### src/rtl/pipeline_flush_ctrl.sv
`default_nettype none
// ============================================================================
//  Module   : pipeline_flush_ctrl
//  Purpose  : Flush/redirect controller for the 5-stage RISC-V pipeline.
//             Converts taken-branch and trap events into a registered
//             per-stage flush mask, a fetch PC redirect and a fetch-hold
//             window covering i-mem refill. Counts accepted flush events.
//  Revision : 1.0  initial release
// ============================================================================
module pipeline_flush_ctrl #(
  parameter int XLEN            = 32,
  parameter int NUM_STAGES      = 5,
  parameter int BR_FLUSH_STAGES = 2,
  parameter int REFILL_CYCLES   = 1,
  parameter int CNT_W           = 16
) (
  input  logic                  clk,
  input  logic                  rst_n,
  input  logic                  branch_taken_i,
  input  logic [XLEN-1:0]       branch_target_i,
  input  logic                  trap_i,
  input  logic [XLEN-1:0]       trap_vector_i,
  input  logic                  stall_i,
  output logic [NUM_STAGES-1:0] flush_o,
  output logic                  redirect_valid_o,
  output logic [XLEN-1:0]       redirect_pc_o,
  output logic                  fetch_hold_o,
  output logic                  busy_o,
  output logic [CNT_W-1:0]      flush_count_o
);

  // Refill down-counter sized for REFILL_CYCLES; loaded with N-1 so that
  // REFILL lasts exactly N cycles.
  localparam int RC_W = (REFILL_CYCLES > 1) ? $clog2(REFILL_CYCLES) : 1;
  localparam int RC_LOAD_INT = (REFILL_CYCLES > 0) ? (REFILL_CYCLES - 1) : 0;
  localparam logic [RC_W-1:0] RC_LOAD = RC_W'(RC_LOAD_INT);

  // Branch squashes the youngest BR_FLUSH_STAGES stages (IF upward).
  localparam logic [NUM_STAGES-1:0] BR_MASK =
    {NUM_STAGES{1'b1}} >> (NUM_STAGES - BR_FLUSH_STAGES);
  localparam logic [NUM_STAGES-1:0] TRAP_MASK = {NUM_STAGES{1'b1}};
  localparam logic [NUM_STAGES-1:0] IF_MASK   = NUM_STAGES'(1);

  typedef enum logic [1:0] {
    S_IDLE   = 2'd0,
    S_FLUSH  = 2'd1,
    S_REFILL = 2'd2
  } state_t;

  state_t                state_q;
  logic [NUM_STAGES-1:0] flush_q;
  logic                  redirect_valid_q;
  logic [XLEN-1:0]       redirect_pc_q;
  logic                  fetch_hold_q;
  logic                  busy_q;
  logic [CNT_W-1:0]      count_q;
  logic [CNT_W-1:0]      count_d;
  logic [RC_W-1:0]       refill_q;

  // Saturating increment of the event counter, used whenever an event is accepted.
  always_comb begin
    count_d = count_q;
    if (count_q != {CNT_W{1'b1}}) begin
      count_d = count_q + CNT_W'(1);
    end
  end

  // Controller FSM with registered outputs; a trap pre-empts everything.
  always_ff @(posedge clk or negedge rst_n) begin
    if (!rst_n) begin
      state_q          <= S_IDLE;
      flush_q          <= '0;
      redirect_valid_q <= 1'b0;
      redirect_pc_q    <= '0;
      fetch_hold_q     <= 1'b0;
      busy_q           <= 1'b0;
      count_q          <= '0;
      refill_q         <= '0;
    end else if (trap_i) begin
      state_q          <= S_FLUSH;
      flush_q          <= TRAP_MASK;
      redirect_valid_q <= 1'b1;
      redirect_pc_q    <= trap_vector_i;
      fetch_hold_q     <= 1'b0;
      busy_q           <= 1'b1;
      count_q          <= count_d;
      refill_q         <= RC_LOAD;
    end else begin
      case (state_q)
        S_IDLE: begin
          // Branches are only trusted here; in other states they are wrong-path.
          if (branch_taken_i) begin
            state_q          <= S_FLUSH;
            flush_q          <= BR_MASK;
            redirect_valid_q <= 1'b1;
            redirect_pc_q    <= branch_target_i;
            fetch_hold_q     <= 1'b0;
            busy_q           <= 1'b1;
            count_q          <= count_d;
            refill_q         <= RC_LOAD;
          end
        end
        S_FLUSH: begin
          // Outputs are held while stalled so the bubble lands in every stage.
          if (!stall_i) begin
            if (REFILL_CYCLES > 0) begin
              state_q          <= S_REFILL;
              flush_q          <= IF_MASK;
              redirect_valid_q <= 1'b0;
              fetch_hold_q     <= 1'b1;
              busy_q           <= 1'b1;
              refill_q         <= RC_LOAD;
            end else begin
              state_q          <= S_IDLE;
              flush_q          <= '0;
              redirect_valid_q <= 1'b0;
              fetch_hold_q     <= 1'b0;
              busy_q           <= 1'b0;
            end
          end
        end
        S_REFILL: begin
          // Refill timing tracks the i-mem, not the pipeline, so stall is ignored.
          if (refill_q == '0) begin
            state_q          <= S_IDLE;
            flush_q          <= '0;
            redirect_valid_q <= 1'b0;
            fetch_hold_q     <= 1'b0;
            busy_q           <= 1'b0;
          end else begin
            refill_q <= refill_q - RC_W'(1);
          end
        end
        default: begin
          state_q          <= S_IDLE;
          flush_q          <= '0;
          redirect_valid_q <= 1'b0;
          fetch_hold_q     <= 1'b0;
          busy_q           <= 1'b0;
        end
      endcase
    end
  end

  assign flush_o          = flush_q;
  assign redirect_valid_o = redirect_valid_q;
  assign redirect_pc_o    = redirect_pc_q;
  assign fetch_hold_o     = fetch_hold_q;
  assign busy_o           = busy_q;
  assign flush_count_o    = count_q;

endmodule
`default_nettype wire

### config.mk
export PLATFORM = sky130hd
export DESIGN_NAME = pipeline_flush_ctrl
export DESIGN_NICKNAME = d
export VERILOG_FILES = /design/src/rtl/pipeline_flush_ctrl.sv
export SDC_FILE = /design/constraint.sdc
export NUM_CORES = 1
export LEC_CHECK = 0
export BUFFER_PORTS_ARGS = -buffer_cell sky130_fd_sc_hd__buf_2
export CAP_MARGIN = 20
export CORE_MARGIN = 4
export CORE_UTILIZATION = 25
export CTS_CLUSTER_DIAMETER = 80
export DETAILED_ROUTE_END_ITERATION = 16
export PLACE_DENSITY = 0.59
export SYNTH_ARGS = -nofsm -noshare
export SYNTH_HDL_FRONTEND = slang
export SYNTH_SLANG_ARGS = --single-unit
export TNS_END_PERCENT = 30
### constraint.sdc
create_clock -name clk -period 5.3 [get_ports clk]
set_clock_uncertainty 0.1 [all_clocks]
set_input_delay 1.06 -clock clk [delete_from_list [all_inputs] [get_ports clk]]
set_output_delay 1.06 -clock clk [all_outputs]
set_load 0.005 [all_outputs]
; Word-level counts from Yosys, hierarchy flattened
; Index checks and enable logic that the tools add are counted.
[word_totals]
reg_bits = 59
latch_bits = 0
mem_bits_rw = 0
romBits = 0
out_inout_bits = 56
elab_cells = 54
n_memories = 0
[op_classes]
addsub = 2
multipliers = 0
n_div = 0
magnitude_cmp = 0
eq_ne = 6
shift = 0
n_mux = 31
bitwise_logic = 0
n_reduce_logical = 7
[ops]
columns = cell, n
row1 = $mux 32, 3
row2 = $mux 16, 4
row3 = $mux 5, 4
row4 = $add 16x1->16 const B, 1
row5 = $ne 16x16->1 const B, 1
row6 = $pmux 5 s3, 1
row7 = $pmux 1 s3, 4
row8 = $mux 1, 10
row9 = $ne 3x3->1 const B, 3
row10 = $mux 2, 4
row11 = $pmux 2 s3, 1
row12 = $reduce_and 3->1, 2
row13 = $reduce_bool 2->1, 2
row14 = $reduce_bool 4->1, 1
row15 = $eq 2x1->1 const B, 1
row16 = $eq 2x2->1 const B, 1
row17 = $logic_not 2->1, 1
row18 = $reduce_and 2->1, 1
row19 = $sub 1x1->1 const B, 1

; Longest topological paths before layout
; Gate-level depths: netlist of run 1.
[depth]
depth_word = 5
depth_mapped = 6

; Worst setup path before layout of run 1
; Ideal clock, no wire load.
[synth_path]
path_kind = input to register
from = in branch_taken_i
to = reg count_q[1], in the netlist flush_count_o[1]
arrival_ns = 2.013
t_required_ns = 5.075
slack_ns = 3.062
stages = 5
n_path_buf = 1
path_cell_list = nor3b_2 > nor2_1 > buf_2 > nor2_2 > mux2_4
[synth_between]
elab_chain_cells = 2
[synth_rtl]
columns = element, line
row1 = start: declaration, 19  ; input logic branch_taken_i,
row2 = $reduce_bool 2->1 (no source line), --
row3 = $reduce_and 2->1 (no source line), --
row4 = end signal: assignment, 86  ; count_q <= count_d;
row5 = end signal: assignment, 99  ; count_q <= count_d;
row6 = end: declaration, 56  ; logic [CNT_W-1:0] count_q;
; No other way between the ends.
; A chain may end at the register's enable or synchronous reset.

; Worst setup path in the final report of run 1
[layout_path]
from = in trap_i
to = reg redirect_pc_q[5], in the netlist redirect_pc_o[5]
[layout_between]
elab_chain_cells = 2
[layout_rtl]
columns = element, line
row1 = start: declaration, 21  ; input logic trap_i,
row2 = $reduce_bool 2->1 (no source line), --
row3 = $reduce_and 2->1 (no source line), --
row4 = end signal: assignment, 83  ; redirect_pc_q <= trap_vector_i;
row5 = end signal: assignment, 96  ; redirect_pc_q <= branch_target_i;
row6 = end: declaration, 53  ; logic [XLEN-1:0] redirect_pc_q;
; Several ways; a longest one is shown, not always the timed one.

==> flow_metrics.py, run 1 <==
metrics = {
    "floorplanning": {
        "design.core.area_um2": 9680,
        "fp-row-count": 36,
        "initial_utilization": 0.255,
        "io_pins": 125,
        "chipWidth_um": 107,
        "dieArea_um2": 11500,
        "die_h_um": 107,
    },
    "power_and_ir_drop": {
        "vdd_drop_max_v": 0.000117,
        "leakage_nw": 1.74,
        "power.density_nw_per_um2": 314,
    },
    "global_route": {
        "antenna_found_initial": 0,
        "grt_max_degree": 60,
        "grt_pass1_wl_um": 9940,
        "grt_pass1_vias": 2033,
        "grt_use_total": 0.106,
        "gr-total-overflow": 0,
    },
    "job": {
        "drv_cap": 0,
    },
    "synth": {
        "netlist_area_um2": 2470,
        "synth_most_common_cell": "dfrtp_1",
        "yosys-top-cells-count": "dfrtp_1, nand2_1, mux2i_1",
        "synth_compound_area_frac": 0.0978,
        "synth_top_family_by_area": "simple AND/OR/NAND/NOR gates",
        "ys_ff_latch": 52,
        "post-synth-top-area-cell": "dfrtp_1",
        "syn_inst": 228,
        "synthTopCellsByArea": "dfrtp_1, mux2i_1, o21ai_0",
        "seq_area_frac_synth": 0.527,
        "synthMuxAreaShare": 0.144,
        "synth_area_per_cell_um2": 10.8,
        "synth_xor_area_frac": 0.0390,
        "ys_warn_count": 0,
        "synth-simple-area-share": 0.152,
        "yosysTopAreaCellShare": 0.527,
        "yosysUniqueCellTypes": 39,
        "synthFlopType": "dfrtp_1",
        "async_flop_share": 1.00,
        "synth-edff-count": 0,
        "synthAdderAreaFrac": 0.00507,
        "syn-num-nets": 298,
    },
    "placed_design": {
        "dpl-instance-area_um2": 3200,
        "gp_congestion": 0.739,
        "numPortBuffers": 124,
        "dpl.hpwl_um": 4500,
    },
    "layout": {
        "drive_above_1_share": 0.420,
        "antenna_cells": 0,
        "areaGrowthSynthToFinish_pct": 35.3,
        "fin_area_um2": 3340,
        "fin_nets": 417,
    },
    "worst_hold_path": {
        "min_path_type": "reg -> reg",
    },
    "timing": {
        "fin_crit_ps": 2410,
        "hold_violations": 0,
        "tightest_slew_ps": 665,
        "period_share": 0.454,
        "whs_ps": 382,
        "rsz0062_at_grt": "false",
        "finalSetupViolCount": 0,
        "maxSlewViolCount": 0,
        "finalSetupTns_ps": 0,
        "relSlewSlack": 0.557,
        "clock.fmax_ghz": 0.416,
    },
    "worst_setup_path": {
        "critPathLaunchType": "primary input",
        "worst_ep_required_time_ps": 5360,
        "endpoint_kind": "register",
        "critical_path_class": "in -> reg",
        "crit_fanout": 59,
        "worstPathArrival_ps": 2470,
    },
    "outcome": {
        "status": "finished, final reports clean",
    },
    "clock_network": {
        "root_buffer": "clkbuf_8",
        "cts_max_level": 2,
        "clockBufferDepth": 2,
        "clkSinkCount": 52,
        "path_clk_slew_ps": 100,
        "holdBufCountCts": 0,
        "cts_tree": "done",
        "post_cts_resized": 0,
        "clk_latency_ps": 300,
        "cts_setup_buffers": 0,
        "cts_buffers": 5,
    },
    "detailed_routing": {
        "drt-initial-drc-count": 73,
        "dr.pass1.iters": 4,
        "drcViolationCount": 0,
        "vias": 2059,
        "wire_per_inst_um": 12.5,
        "ant_nets": 0,
        "wl_um": 5990,
        "via_per_inst": 4.28,
    },
}
## state kept, by name, summed over array words and instances, names as in the netlist
name / flops
state_q: 2
flush_o: 2
flush_count_o: 16
redirect_pc_o: 32
## layout by cell type (no fill, tap or decap), types with 3 or more instances in the layout
master,instances
a21oi_1,3
buf_2,124
clkbuf_8,6
dfrtp_1,52
mux2i_1,33
nand2_1,35
nand3_1,3
nand4_1,3
nor2_1,3
nor3_1,7
o21ai_0,32
o21ai_1,4
xor2_1,10
## power by group
| group | internal (mW) | switching [mW] |
|---|---|---|
| Sequential | 0.459 | 0.0575 |
| Clock | 0.155 | 0.136 |
| Combinational | 0.122 | 0.119 |
## cell families (layout without fill, tap and decap cells)
group,after synthesis,count (layout)
adder cells (fa/ha/maj),1,1
AO/OA/AOI/OAI,45,45
multiplexers,35,35
flip-flops,52,52
AND/OR/NAND/NOR,67,67
XOR/XNOR,11,11
buffers and inverters,17,137
## worst paths after layout
| path | start | to | slack, ps | depth (start not counted) |
|---|---|---|---|---|
| min reg2reg | redirect_pc_o[30]$_DFFE_PN0P_ | redirect_pc_o[30]$_DFFE_PN0P_ | 380 | 2 |
| min in group asynchronous | rst_n | flush_count_o[6]$_DFFE_PN0P_ | 760 | 2 |
| max in group asynchronous | rst_n | redirect_pc_o[5]$_DFFE_PN0P_ | 3880 | 2 |
| max | trap_i | redirect_pc_o[5]$_DFFE_PN0P_ | 2890 | 5 |
| min | redirect_pc_o[30]$_DFFE_PN0P_ | redirect_pc_o[30]$_DFFE_PN0P_ | 380 | 2 |
| max reg2reg | flush_count_o[0]$_DFFE_PN0P_ | flush_count_o[1]$_DFFE_PN0P_ | 3400 | 5 |
## worst max-delay path, stage by stage
cell	delay, ps
buf_2	260
buf_12	240
nor2_4	230
buf_4	470
o21ai_0	170
## per-layer routing
metal / track usage / vias to the layer above / part of all wire
met2: 0.168 / 79 / 0.45
met4: 0.0271 / 0 / 0.0055
met3: 0.0336 / 2 / 0.079
met5: 0 / - / 0
met1: 0.140 / 936 / 0.46
li1: - / 1042 / -
## layout make-up
class	instances	area, um2
fill	1024	6340
timing repair buffer	127	656
clock buffer	6	82.6
sequential	52	1300
inverter	2	7.51
multi-input combinational	159	1090
clock inverter	2	38.8
tap	133	166
## per-stage QoR
| step | utilization | std cells | setup slack [ps] | power (mW) |
|---|---|---|---|---|
| global placement | 0.330 | 472 | 2300 | 0.767 |
| CTS | 0.343 | 480 | 2560 | 1.07 |
| detailed placement | 0.330 | 472 | 2220 | 0.773 |
| floorplan | - | 228 | 3060 | 0.640 |
| finish | 0.345 | 481 | 2890 | 1.05 |
| global route | 0.345 | 481 | 2700 | 1.12 |
(Power assumes the default switching activity.)
==> run 2: changes to the inputs <==
--- a/config.mk
+++ b/config.mk
@@ -5,13 +5,14 @@
 export SDC_FILE = /design/constraint.sdc
 export NUM_CORES = 1
 export LEC_CHECK = 0
+export ABC_AREA = 1
 export BUFFER_PORTS_ARGS = -buffer_cell sky130_fd_sc_hd__buf_2
 export CAP_MARGIN = 20
 export CORE_MARGIN = 4
 export CORE_UTILIZATION = 25
 export CTS_CLUSTER_DIAMETER = 80
 export DETAILED_ROUTE_END_ITERATION = 16
-export PLACE_DENSITY = 0.59
+export PLACE_DENSITY = 0.58
 export SYNTH_ARGS = -nofsm -noshare
 export SYNTH_HDL_FRONTEND = slang
 export SYNTH_SLANG_ARGS = --single-unit
==> constraint.sdc (replaced) <==
create_clock -name clk -period 2.3 [get_ports clk]
set_clock_uncertainty 0.1 [all_clocks]
set_input_delay 0.46 -clock clk [delete_from_list [all_inputs] [get_ports clk]]
set_output_delay 0.46 -clock clk [all_outputs]
set_load 0.005 [all_outputs]
==> run 2 against run 1 <==
Sequential share of layout area decreased by 2.2 points; first-iteration DRC count increased by 88%; largest power group unchanged; die area increased by 8.7%.
==> flow_metrics.py, run 2 <==
metrics = {
    "outcome": {
        "status": "finished, final reports clean",
    },
    "layout": {
        "final_cell_mix": "nand2_1, buf_2, dfrtp_1, nor2_1, a31oi_1",
        "largest_reg_flops": 32,
        "fin_area_um2": 3540,
        "areaGrowthSynthToFinish_pct": 31.1,
        "mostFrequentLayoutCell": "nand2_1",
        "fin_nets": 539,
        "antenna_cells": 0,
        "drive_above_1_share": 0.353,
        "final_core_util": 0.340,
    },
    "power_and_ir_drop": {
        "vdd_drop_max_v": 0.000391,
        "power_mw": 2.41,
        "power.density_nw_per_um2": 680,
        "leakage_nw": 1.78,
    },
    "synth": {
        "synth-edff-count": 0,
        "yosys-top-cells-count": "nand2_1, dfrtp_1, nor2_1",
        "ys_warn_count": 0,
        "post-synth-top-area-cell": "dfrtp_1",
        "synth_area_per_cell_um2": 7.72,
        "syn_inst": 350,
        "synth_most_common_cell": "nand2_1",
        "syn-num-nets": 420,
        "yosysTopAreaCellShare": 0.482,
        "synthTopCellsByArea": "dfrtp_1, nand2_1, a31oi_1",
        "async_flop_share": 1.00,
        "seq_area_frac_synth": 0.482,
        "ys_ff_latch": 52,
        "netlist_area_um2": 2700,
        "synthFlopType": "dfrtp_1",
        "yosysUniqueCellTypes": 24,
    },
    "clock_network": {
        "cts_max_level": 2,
        "cts_buffers": 5,
        "path_clk_slew_ps": 100,
        "root_buffer": "clkbuf_8",
        "clockBufferDepth": 2,
        "clkSinkCount": 52,
        "clk_latency_ps": 300,
        "holdBufCountCts": 0,
        "cts_tree": "done",
        "cts_setup_buffers": 0,
    },
    "worst_setup_path": {
        "critical_path_class": "reg -> reg",
        "crit_buf_inv": 1,
        "worst_ep_required_time_ps": 2440,
        "worstPathArrival_ps": 2050,
        "endpoint_kind": "register",
        "path_common_cell": "nand2_2",
        "crit_fanout": 10,
        "cp_slowest_cell": "nor2_2",
        "path_cells": "ha_1, nand3_2, inv_2, nand2_2, nor2_4, nor2_2, nand2_2, o21ai_2",
        "cp_top_family": "simple AND/OR/NAND/NOR gates",
        "critPathLaunchType": "register",
        "max_stage_delay_ps": 500,
    },
    "floorplanning": {
        "fp-row-count": 37,
        "die_h_um": 112,
        "io_pins": 125,
        "initial_utilization": 0.259,
        "chipWidth_um": 112,
        "dieArea_um2": 12500,
        "design.core.area_um2": 10400,
    },
    "global_route": {
        "antenna_found_initial": 0,
        "grt_max_degree": 66,
        "grt_use_total": 0.118,
        "grt_pass1_vias": 2562,
        "gr-total-overflow": 0,
        "grt_pass1_wl_um": 12400,
    },
    "placed_design": {
        "dpl-instance-area_um2": 3430,
        "dpl.hpwl_um": 5750,
        "numPortBuffers": 124,
        "gp_congestion": 0.842,
    },
    "timing": {
        "clock.fmax_ghz": 0.524,
        "maxSlewViolCount": 0,
        "tightest_slew_ps": 625,
        "hold_violations": 0,
        "rsz0062_at_grt": "false",
        "relSlewSlack": 0.583,
        "period_share": 0.830,
        "fin_crit_ps": 1910,
        "finalSetupViolCount": 0,
    },
    "detailed_routing": {
        "drt-initial-drc-count": 137,
        "via_per_inst": 4.32,
        "vias": 2616,
        "wl_um": 7460,
        "ant_nets": 0,
        "drcViolationCount": 0,
        "dr.pass1.iters": 4,
        "wire_per_inst_um": 12.3,
    },
    "worst_hold_path": {
        "min_path_type": "in -> async",
    },
    "job": {
        "drv_cap": 0,
    },
}
-- run 2: cell types whose count changed after synthesis, moves of 7 or more --
cell / change
o21ai_0: -30
mux2i_1: -33
inv_1: +13
nand2_1: +94
a31oi_1: +31
nor2_1: +44
nor3_1: -7
nand2_2: +10
nand3_1: +7
-- run 2: layout make-up --
| type | instances | area (um2) |
|---|---|---|
| multi-input combinational | 260 | 1220 |
| sequential | 52 | 1300 |
| tap | 136 | 170 |
| fill | 1130 | 6880 |
| timing repair buffer | 131 | 686 |
| inverter | 19 | 71.3 |
| clock inverter | 2 | 13.8 |
| clock buffer | 6 | 82.6 |
-- run 2: power breakdown --
part / internal, mW / switching (mW)
Combinational: 0.302 / 0.367
Clock: 0.247 / 0.303
Sequential: 1.05 / 0.136
-- run 2: routing by layer --
layer | up-vias | track usage | wire length (um)
li1 | 1366 | - | -
met1 | 1155 | 0.152 | 3350
met3 | 9 | 0.0353 | 587
met4 | 0 | 0.0264 | 78
met5 | - | 0 | 0
met2 | 86 | 0.197 | 3440
-- run 2: final timing paths --
kind                                              startpoint                       endpoint  slack (ps)  cells after the start
worst min-delay path                                   rst_n   flush_count_o[5]$_DFFE_PN0P_          20                      1
min in group clk                         branch_target_i[12]  redirect_pc_o[12]$_DFFE_PN0P_         300                      3
worst max register to register  flush_count_o[0]$_DFFE_PN0P_  flush_count_o[11]$_DFFE_PN0P_         390                      8
max in group asynchronous                              rst_n   flush_count_o[7]$_DFFE_PN0P_        1520                      2
worst min register to register        state_q[1]$_DFFE_PN0P_         flush_o[0]$_DFFE_PN0P_         400                      1
worst max-delay path            flush_count_o[0]$_DFFE_PN0P_  flush_count_o[11]$_DFFE_PN0P_         390                      8
-- run 2: cells by family after synthesis --
group | Yosys count | synth area share
adder cells (fa/ha/maj) | 1 | 0.00463
flip-flops | 52 | 0.482
AND/OR/NAND/NOR | 211 | 0.326
XOR/XNOR | 4 | 0.0130
AO/OA/AOI/OAI | 43 | 0.103
buffers and inverters | 39 | 0.0723
-- run 2: timing repair --
item / 4_1_cts / 5_1_grt
cloned: 0 / 1
pin swaps: 0 / 1
endpoints found under the setup margin: 8 / 6
gates resized for setup: 1 / 0
-- run 2: through the flow --
stage / hold slack (ps) / setup slack (ps) / std cells / setup TNS [ps]
global route: 50.5 / 151 / 606 / 0
global placement: 378 / -85.0 / 597 / -657
detailed placement: 377 / -186 / 597 / -1390
finish: 22.1 / 391 / 606 / 0
floorplan: 64.4 / 754 / 350 / 0
CTS: 35.1 / 178 / 605 / 0
